<file path="src/rtl/cdb_arbiter_pkg.sv">
// Shared definitions for the common data bus arbiter: default sizing and the
// broadcast packet that the map table and reservation stations consume.
package cdb_arbiter_pkg;

    localparam int DEF_NUM_FU  = 4;
    localparam int DEF_TAG_LEN = 5;
    localparam int DEF_XLEN    = 32;

    // One CDB broadcast as seen by the consumers; the integrating level packs
    // the arbiter's cdb_* outputs into this.
    typedef struct packed {
        logic                   valid;
        logic [DEF_TAG_LEN-1:0] tag;
        logic [DEF_XLEN-1:0]    value;
    } cdb_packet_t;

endpackage

</file>
<file path="src/rtl/cdb_arbiter_if.sv">
// Request/broadcast bundle between the functional units and the CDB arbiter.
//
// Handshake: an FU raises fu_req_valid[i] with its tag/value and holds all
// three stable until it sees fu_req_ready[i] high; the request is consumed on
// the rising clock edge where valid and ready are both high. fu_req_ready is
// one-hot-or-zero and never depends on tag or value. The cdb_* outputs are a
// registered broadcast, present for exactly the one cycle after the grant.
interface cdb_arbiter_if
    import cdb_arbiter_pkg::*;
#(
    parameter int NUM_FU  = DEF_NUM_FU,
    parameter int TAG_LEN = DEF_TAG_LEN,
    parameter int XLEN    = DEF_XLEN
);
    localparam int IW = $clog2(NUM_FU);

    logic [NUM_FU-1:0]         fu_req_valid;
    logic [NUM_FU*TAG_LEN-1:0] fu_req_tag;
    logic [NUM_FU*XLEN-1:0]    fu_req_value;
    logic [NUM_FU-1:0]         fu_req_ready;

    logic                      cdb_valid;
    logic [TAG_LEN-1:0]        cdb_tag;
    logic [XLEN-1:0]           cdb_value;
    logic [IW-1:0]             cdb_grant_idx;

    // Functional-unit side: presents requests, observes grants and the bus.
    modport master (
        output fu_req_valid, fu_req_tag, fu_req_value,
        input  fu_req_ready,
        input  cdb_valid, cdb_tag, cdb_value, cdb_grant_idx
    );

    // Arbiter side.
    modport slave (
        input  fu_req_valid, fu_req_tag, fu_req_value,
        output fu_req_ready,
        output cdb_valid, cdb_tag, cdb_value, cdb_grant_idx
    );

endinterface

</file>
<file path="src/rtl/cdb_arbiter_rr_priority_picker.sv">
// Rotating first-one search: picks the first set request bit starting at
// rr_ptr and wrapping modulo NUM_FU. Purely combinational.
module rr_priority_picker #(
    parameter  int NUM_FU = 4,
    localparam int IW     = $clog2(NUM_FU)
) (
    input  logic [NUM_FU-1:0] req,
    input  logic [IW-1:0]     rr_ptr,
    output logic [NUM_FU-1:0] grant,
    output logic [IW-1:0]     grant_idx,
    output logic              any_grant
);

    logic [IW-1:0] probe;

    // Walk offsets 0..NUM_FU-1 from rr_ptr; NUM_FU is a power of two, so the
    // IW-bit add wraps exactly at NUM_FU. The first hit wins.
    always_comb begin
        grant     = '0;
        grant_idx = '0;
        any_grant = 1'b0;
        probe     = '0;
        for (int k = 0; k < NUM_FU; k++) begin
            probe = rr_ptr + IW'(k);
            if (!any_grant && req[probe]) begin
                any_grant    = 1'b1;
                grant_idx    = probe;
                grant[probe] = 1'b1;
            end
        end
    end

endmodule

</file>
<file path="src/rtl/cdb_arbiter.sv">
// Common data bus arbiter: round-robin grant among functional units with a
// one-cycle registered broadcast of the winner's tag and value.
module cdb_arbiter
    import cdb_arbiter_pkg::*;
#(
    parameter int NUM_FU  = DEF_NUM_FU,
    parameter int TAG_LEN = DEF_TAG_LEN,
    parameter int XLEN    = DEF_XLEN
) (
    input  logic          clock,
    input  logic          reset,
    input  logic          squash,
    cdb_arbiter_if.slave  bus
);

    localparam int IW = $clog2(NUM_FU);

    logic [IW-1:0]      rr_ptr;
    logic [NUM_FU-1:0]  req_eligible;
    logic [NUM_FU-1:0]  grant;
    logic [IW-1:0]      grant_idx;
    logic               any_grant;
    logic [TAG_LEN-1:0] sel_tag;
    logic [XLEN-1:0]    sel_value;

    logic               cdb_valid_q;
    logic [TAG_LEN-1:0] cdb_tag_q;
    logic [XLEN-1:0]    cdb_value_q;
    logic [IW-1:0]      cdb_grant_idx_q;

    // Squash and reset both suppress arbitration; only valid bits feed the
    // picker, so the grant never depends on tag or value.
    assign req_eligible = (reset || squash) ? '0 : bus.fu_req_valid;

    rr_priority_picker #(.NUM_FU(NUM_FU)) u_picker (
        .req       (req_eligible),
        .rr_ptr    (rr_ptr),
        .grant     (grant),
        .grant_idx (grant_idx),
        .any_grant (any_grant)
    );

    assign bus.fu_req_ready = grant;
    assign sel_tag          = bus.fu_req_tag[int'(grant_idx)*TAG_LEN +: TAG_LEN];
    assign sel_value        = bus.fu_req_value[int'(grant_idx)*XLEN +: XLEN];

    // Consume the granted request: advance the pointer past the winner and
    // register its broadcast; idle or squashed cycles load an all-zero bus.
    always_ff @(posedge clock or posedge reset) begin
        if (reset) begin
            rr_ptr          <= '0;
            cdb_valid_q     <= 1'b0;
            cdb_tag_q       <= '0;
            cdb_value_q     <= '0;
            cdb_grant_idx_q <= '0;
        end else if (any_grant) begin
            rr_ptr          <= grant_idx + IW'(1);
            cdb_valid_q     <= 1'b1;
            cdb_tag_q       <= sel_tag;
            cdb_value_q     <= sel_value;
            cdb_grant_idx_q <= grant_idx;
        end else begin
            cdb_valid_q     <= 1'b0;
            cdb_tag_q       <= '0;
            cdb_value_q     <= '0;
            cdb_grant_idx_q <= '0;
        end
    end

    assign bus.cdb_valid     = cdb_valid_q;
    assign bus.cdb_tag       = cdb_tag_q;
    assign bus.cdb_value     = cdb_value_q;
    assign bus.cdb_grant_idx = cdb_grant_idx_q;

endmodule

</file>
<file path="src/flat_wrapper.sv">
// flat-port wrapper written by rule: the top's interface ports become plain ports
module cdb_arbiter_flat import cdb_arbiter_pkg::*;
#(
    parameter int NUM_FU  = DEF_NUM_FU,
    parameter int TAG_LEN = DEF_TAG_LEN,
    parameter int XLEN    = DEF_XLEN
)
  (clock, reset, squash, bus_fu_req_valid, bus_fu_req_tag, bus_fu_req_value, bus_fu_req_ready, bus_cdb_valid, bus_cdb_tag, bus_cdb_value, bus_cdb_grant_idx);
  cdb_arbiter_if #(.NUM_FU(NUM_FU), .TAG_LEN(TAG_LEN), .XLEN(XLEN)) bus_i ();
  input  logic clock;
  input  logic reset;
  input  logic squash;
  input wire logic [$bits(bus_i.fu_req_valid)-1:0] bus_fu_req_valid;
  input wire logic [$bits(bus_i.fu_req_tag)-1:0] bus_fu_req_tag;
  input wire logic [$bits(bus_i.fu_req_value)-1:0] bus_fu_req_value;
  output wire logic [$bits(bus_i.fu_req_ready)-1:0] bus_fu_req_ready;
  output wire logic [$bits(bus_i.cdb_valid)-1:0] bus_cdb_valid;
  output wire logic [$bits(bus_i.cdb_tag)-1:0] bus_cdb_tag;
  output wire logic [$bits(bus_i.cdb_value)-1:0] bus_cdb_value;
  output wire logic [$bits(bus_i.cdb_grant_idx)-1:0] bus_cdb_grant_idx;
  assign bus_i.fu_req_valid = bus_fu_req_valid;
  assign bus_i.fu_req_tag = bus_fu_req_tag;
  assign bus_i.fu_req_value = bus_fu_req_value;
  assign bus_fu_req_ready = bus_i.fu_req_ready;
  assign bus_cdb_valid = bus_i.cdb_valid;
  assign bus_cdb_tag = bus_i.cdb_tag;
  assign bus_cdb_value = bus_i.cdb_value;
  assign bus_cdb_grant_idx = bus_i.cdb_grant_idx;
  cdb_arbiter #(.NUM_FU(NUM_FU), .TAG_LEN(TAG_LEN), .XLEN(XLEN)) u_core (.clock(clock), .reset(reset), .squash(squash), .bus(bus_i));
endmodule
</file>
<file path="config.mk">
export PLATFORM = sky130hd
export DESIGN_NAME = cdb_arbiter_flat
export DESIGN_NICKNAME = d
export VERILOG_FILES = /design/src/rtl/cdb_arbiter_pkg.sv /design/src/rtl/cdb_arbiter_if.sv /design/src/rtl/cdb_arbiter_rr_priority_picker.sv /design/src/rtl/cdb_arbiter.sv /design/src/flat_wrapper.sv
export SDC_FILE = /design/constraint.sdc
export NUM_CORES = 1
export LEC_CHECK = 0
export CORE_ASPECT_RATIO = 0.6
export CORE_MARGIN = 5
export CORE_UTILIZATION = 32
export CTS_CLUSTER_SIZE = 12
export DETAILED_ROUTE_END_ITERATION = 12
export PLACE_DENSITY_LB_ADDON = 0.2
export SYNTH_ARGS = -nofsm -noshare
export SYNTH_HDL_FRONTEND = slang
export SYNTH_SLANG_ARGS = --single-unit
</file>
<file path="constraint.sdc">
create_clock -name clock -period 2.85 [get_ports clock]
set_clock_uncertainty 0.1 [all_clocks]
set_input_delay 0.4275 -clock clock [delete_from_list [all_inputs] [get_ports clock]]
set_output_delay 0.4275 -clock clock [all_outputs]
set_load 0.02 [all_outputs]
</file>
=== Word-level counts from Yosys, hierarchy flattened ===
Cells that the tools add are included.

* Input bits: 155
* Bits in registers: 42
* Word-level logic and storage cells: 67
* Output and inout port bits: 44

* Bitwise gates (word level): 3
* Order comparisons: 8
* Add/subtract/negate cells: 4
* Multiply operators: 1
* Shifts and indexed selects: 2
* Muxes and demuxes: 33
* Reductions and logical operators: 11

{| class="wikitable"
|+ Operator list
! operator !! count
|-
| variable part select 128 x 8 -> 32 bit || 1
|-
| 2-to-1 mux 32 bit || 1
|-
| variable part select 20 x 32 -> 5 bit || 1
|-
| 2-to-1 mux 4 bit || 5
|-
| 2-to-1 mux 1 bit || 13
|-
| < comparator 2 x 3 -> 1 bit, second input constant || 4
|-
| OR 4 bit || 3
|-
| 2-to-1 mux 2 bit || 5
|-
| binary-select mux 1 bit (select 2 bit) || 4
|-
| demux 1 bit (select 2 bit) || 4
|-
| greater-or-equal comparator 2 x 1 -> 1 bit, second input constant || 4
|-
| logical AND 1 bit || 7
|-
| multiplier 2 x 3 -> 5 bit, second input constant || 1
|-
| 2-to-1 mux 5 bit || 1
|-
| adder 2 x 1 -> 2 bit, second input constant || 2
|-
| adder 2 bit, second input constant || 2
|-
| zero test 1 bit || 3
|-
| logical OR 1 bit || 1
|}

=== Logic depth before layout (Yosys ltp) ===
* Depth in word-level cells: 17
* Mapped depth: 11
* Mapped depth without buffers: 8

=== Hierarchy ===
Synthesis repeated with hierarchy kept, for this count alone.

* Cells, all modules: 230
* Area, all modules: 2705.1 µm²

{| class="wikitable"
|+ By module, submodules not included
! module !! cells each !! instances !! sequential area each (µm²) !! area each (µm²)
|-
| cdb_arbiter || 185 || 1 || 1051.0 || 2283.4
|-
| rr_priority_picker || 45 || 1 || 0.0 || 421.7
|}

=== Least setup slack after synthesis ===
No wires, ideal clock.

* Path kind: flip-flop to flip-flop
* Start: register u_core.rr_ptr[0]
* End: register u_core.cdb_value_q[10], in the netlist u_core.bus.cdb_value[10]
* Library setup time: 147 ps
* Path buffers: 3
* Setup slack: -48 ps
* Data required time: 2603 ps
* Clock period less this slack: 2898 ps
* Stages on the path, launching flop included: 11
* Arrival: 2651 ps
* Cells stage by stage: dfrtp_1 > buf_6 > inv_1 > ha_1 > mux4_2 > a2bb2o_2 > a32oi_4 > buf_8 > buf_8 > mux2i_1 > o22ai_2

* Cells in the longest elaborated chain, start to end: 14
* Elaborated cells on any way between the ends: 27
* Classes of those cells: add/sub (3); shift (1); mux (17); reduce/logical (6)

{| class="wikitable"
|+ Ends and longest elaborated chain
! element !! line !! text
|-
| from (decl) || cdb_arbiter.sv:18 || <nowiki>logic [IW-1:0] rr_ptr;</nowiki>
|-
| from (signal assigned) || cdb_arbiter.sv:57 || <nowiki>rr_ptr <= grant_idx + IW'(1);</nowiki>
|-
| branches (longest 13 deep; another with adder 2 x 1 -> 2 bit) || n/a ||
|-
| 2-to-1 mux 32 bit * || cdb_arbiter.sv:56 || <nowiki>end else if (any_grant) begin</nowiki>
|-
| to (signal assigned) || cdb_arbiter.sv:60 || <nowiki>cdb_value_q <= sel_value;</nowiki>
|-
| to (decl) || cdb_arbiter.sv:28 || <nowiki>logic [XLEN-1:0] cdb_value_q;</nowiki>
|}

Every way passes the cells marked *. The select of a mux whose other input is x is not followed.
A chain may end at the register's enable or synchronous reset.

=== Worst setup path after layout ===
* Start: input port bus_fu_req_valid[2]
* End: register u_core.cdb_value_q[2], in the netlist u_core.bus.cdb_value[2]

* Cells in the longest elaborated chain, start to end: 15
* Elaborated cells on any way between the ends: 25
* Classes of those cells: shift (1); mux (18); reduce/logical (6)

{| class="wikitable"
|+ Ends and longest elaborated chain
! element !! line !! text
|-
| from (decl) || flat_wrapper.sv:13 || <nowiki>input wire logic [$bits(bus_i.fu_req_valid)-1:0] bus_fu_req_valid;</nowiki>
|-
| 2-to-1 mux 4 bit * || cdb_arbiter.sv:33 || <nowiki>assign req_eligible = (reset || squash) ? '0 : bus.fu_req_valid;</nowiki>
|-
| binary-select mux 1 bit (select 2 bit) || cdb_arbiter_rr_priority_picker.sv:25 || <nowiki>if (!any_grant && req[probe]) begin</nowiki>
|-
| 2-to-1 mux 1 bit (implied by the code) || cdb_arbiter_rr_priority_picker.sv:25 ||
|-
| 2-to-1 mux 1 bit || cdb_arbiter_rr_priority_picker.sv:25 ||
|-
| zero test 1 bit || cdb_arbiter_rr_priority_picker.sv:25 ||
|-
| logical AND 1 bit || cdb_arbiter_rr_priority_picker.sv:25 ||
|-
| 2-to-1 mux 1 bit || cdb_arbiter_rr_priority_picker.sv:25 ||
|-
| zero test 1 bit || cdb_arbiter_rr_priority_picker.sv:25 ||
|-
| logical AND 1 bit || cdb_arbiter_rr_priority_picker.sv:25 ||
|-
| 2-to-1 mux 1 bit || cdb_arbiter_rr_priority_picker.sv:25 ||
|-
| zero test 1 bit || cdb_arbiter_rr_priority_picker.sv:25 ||
|-
| logical AND 1 bit || cdb_arbiter_rr_priority_picker.sv:25 ||
|-
| 2-to-1 mux 2 bit || cdb_arbiter_rr_priority_picker.sv:25 ||
|-
| variable part select 128 x 8 -> 32 bit || cdb_arbiter.sv:45 || <nowiki>assign sel_value = bus.fu_req_value[int'(grant_idx)*XLEN +: XLEN];</nowiki>
|-
| 2-to-1 mux 32 bit * || cdb_arbiter.sv:56 ||
|}

Every way passes the cells marked *; elsewhere a longest branch is shown, timed or not. The select of a mux whose other input is x is not followed.

==> impl_metrics.env <==
export IMPL_rr_endpoint="u_core.bus.cdb_value[2]"
export IMPL_die_y_um=83.0
export IMPL_wirelength_um=10300
export IMPL_synth_ff_type="dfrtp_1"
export IMPL_firstDrtPassIters=5
export IMPL_antenna_found_initial=0
export IMPL_die_x_um=132
export IMPL_dp_hpwl_um=8340
export IMPL_power_total_mw=4.34
export IMPL_powerDensity_nw_per_um2=796
export IMPL_critPathKind="in2reg"
export IMPL_grt_pass1_vias=2970
export IMPL_maxSlewViolCount=0
export IMPL_placed_cell_area_um2=5150
export IMPL_synth_edf_count=0
export IMPL_cts_sinks=42
export IMPL_cp_data_arrival_time_ps=2830
export IMPL_yosysSeqAreaShare_pct=37.0
export IMPL_drt_initial_drc_count=89
export IMPL_dieArea_um2=10900
export IMPL_netlist_area_leader_share_pct=37.0
export IMPL_finalCritPeriodShare_pct=97.3
export IMPL_worst_setup_path_end_kind="flip-flop"
export IMPL_max_stage_delay_ps=560
export IMPL_hold_viol_final=0
export IMPL_cts_tree="done"
export IMPL_rrSetupSlack_ps=100
export IMPL_fin_area_um2=5460
export IMPL_stdcell_count=574
export IMPL_leakagePower_nw=2.54
export IMPL_reg2regPathDepth=10
export IMPL_cp_required_ps=2910
export IMPL_syn_area_um2=2840
export IMPL_syn_nets=398
export IMPL_holdWs_ps=578
export IMPL_yosys_warnings=0
export IMPL_wl_per_cell_um=17.9
export IMPL_clock_latency_ps=270
export IMPL_cts_buffers=5
export IMPL_min_period_ps=2770
export IMPL_drv_cap=0
export IMPL_yosys_area_top_type="dfrtp_1"
export IMPL_slew_headroom_pct=62.8
export IMPL_reg2reg_from="u_core.rr_ptr[0]"
export IMPL_area_growth_pct=91.9
export IMPL_hold_class="in2async"
export IMPL_slowest_stage="mux4_2"
export IMPL_dp_cells=562
export IMPL_vdd_ir_drop_max_mv=0.354
export IMPL_rows=26
export IMPL_crit_chain="clkdlybuf4s50_1 -> mux4_2 -> inv_2 -> buf_4 -> a2bb2o_2 -> a32oi_4 -> buf_6 -> buf_12 -> mux2i_1 -> o22ai_2"
export IMPL_antenna_cells=0
export IMPL_track_usage_pct=17.9
export IMPL_numPortBuffers=198
export IMPL_avgSynthCellArea_um2=12.1
export IMPL_layout_drive_gt1_share_pct=23.6
export IMPL_netlist_instances=235
export IMPL_io_pins=199
export IMPL_core_area_um2=8590
export IMPL_fin_nets=624
export IMPL_grt_pass1_wl_um=16000
export IMPL_status="finished, final reports clean"
export IMPL_vias_per_cell=4.92
export IMPL_setup_violations=0
export IMPL_drc=0
export IMPL_htreeDepth=2
export IMPL_clkTransAtPathRegs_ps=60
export IMPL_cts_buffer_depth=2
export IMPL_tightest_slew_ps=557
export IMPL_rsz0062_at_grt="yes"
export IMPL_hold_buffers=0
export IMPL_synthTopCellsByArea="dfrtp_1, mux2i_1, o22ai_2, ha_1, o22ai_1"
export IMPL_ant_nets=0
export IMPL_critPathLaunchType="input port"
export IMPL_yosysMostFrequentCell="mux2i_1"
export IMPL_globalplace_congestion=0.843
export IMPL_ys_seq_elements=42
export IMPL_root_buffer="clkbuf_16"
export IMPL_path_max_fanout=10
export IMPL_fmax_ghz=0.361
export IMPL_synthArstFlopShare_pct=100
export IMPL_final_util_pct=63.5
export IMPL_vias=2825
export IMPL_ys_top_cells_by_count="mux2i_1, dfrtp_1, o22ai_2"
export IMPL_grt_ovfl_total=0
export IMPL_synth_cell_type_count=38
export IMPL_grt_start_max_net_pins=26
export IMPL_initial_core_util_pct=33.1
kinds of logic after synthesis:
| kind of cell | share of synthesized area (%) |
|---|---|
| fa+ha+maj | 3.52 |
| compound gates | 20.4 |
| mux | 29.0 |
| simple gates | 3.74 |
| buf+inv | 6.38 |
| flops | 37.0 |
placed cells by master, fill, tap and decap left out, types with 6 or more instances in the layout:
cell | synthesis | routed
buf_12 | 2 | 6
o22ai_1 | 14 | 14
o22ai_2 | 23 | 23
nor2_1 | 6 | 6
dfrtp_1 | 42 | 42
buf_4 | 2 | 28
clkdlybuf4s50_1 | 0 | 192
ha_1 | 8 | 7
mux2i_2 | 0 | 18
clkbuf_16 | 0 | 7
mux2i_1 | 74 | 56
a22oi_1 | 8 | 8
stage by stage:
stage                     worst slack (ps)  TNS, ps
after CTS                             13.0        0
after global placement                -359    -6990
final                                 77.7        0
after detailed placement              -427    -8790
after floorplan                       11.7        0
after global routing                 -1.85    -1.85
power breakdown:
part	internal, mW	switching, mW	total [mW]
Clock	0.346	0.220	0.567
Combinational	1.51	1.36	2.87
Sequential	0.835	0.0740	0.909
worst max-delay path, delay by kind of cell:
kind	cells	cell delay, ps
AO/OA/AOI/OAI	3	590
buffers and inverters	5	960
multiplexers	2	830
how the worst max path moves through the flow:
stage	depth (start not counted)	endpoint	start	slack [ps]
floorplan	10	u_core.bus.cdb_value[10]	u_core.rr_ptr[0]	10
global placement	7	bus_fu_req_ready[2]	bus_fu_req_valid[1]	-360
detailed placement	7	bus_fu_req_ready[1]	bus_fu_req_valid[1]	-430
CTS	7	bus_fu_req_ready[1]	bus_fu_req_valid[1]	10
global route	8	bus_fu_req_ready[1]	bus_fu_req_valid[2]	-2
finish	10	u_core.bus.cdb_value[2]	bus_fu_req_valid[2]	80
sequential cells by signal (all words and copies together), names as in the netlist:
register                  cells
u_core.bus.cdb_valid          1
u_core.rr_ptr                 2
u_core.bus.cdb_tag            5
u_core.bus.cdb_value         32
u_core.bus.cdb_grant_idx      2
per-layer routing:
| metal | routed length (um) | up-vias | part of all wire, % | track usage (%) |
|---|---|---|---|---|
| met4 | 42 | 0 | 0.41 | 2.52 |
| li1 | - | 1351 | - | - |
| met2 | 4740 | 146 | 46 | 29.0 |
| met3 | 1200 | 2 | 12 | 8.88 |
| met1 | 4320 | 1326 | 42 | 21.9 |
| met5 | 0 | - | 0 | 0 |
cell type report:
cell class,instances,area (um^2)
clock inverters,2,12.5
inverters,7,26.3
multi-input cells,170,1720
fillers,716,3130
repair buffers,235,2370
clock buffers,6,139
flip-flops and latches,42,1050
well taps,112,140
what timing repair did:
action / in CTS / in global routing
pin swaps: 0 / 1
cloned: 0 / 2
setup buffers: 0 / 2
setup endpoints to repair: 4 / 31
gates resized for setup: 20 / 32
No activity file was read; power rests on OpenSTA's default activity.
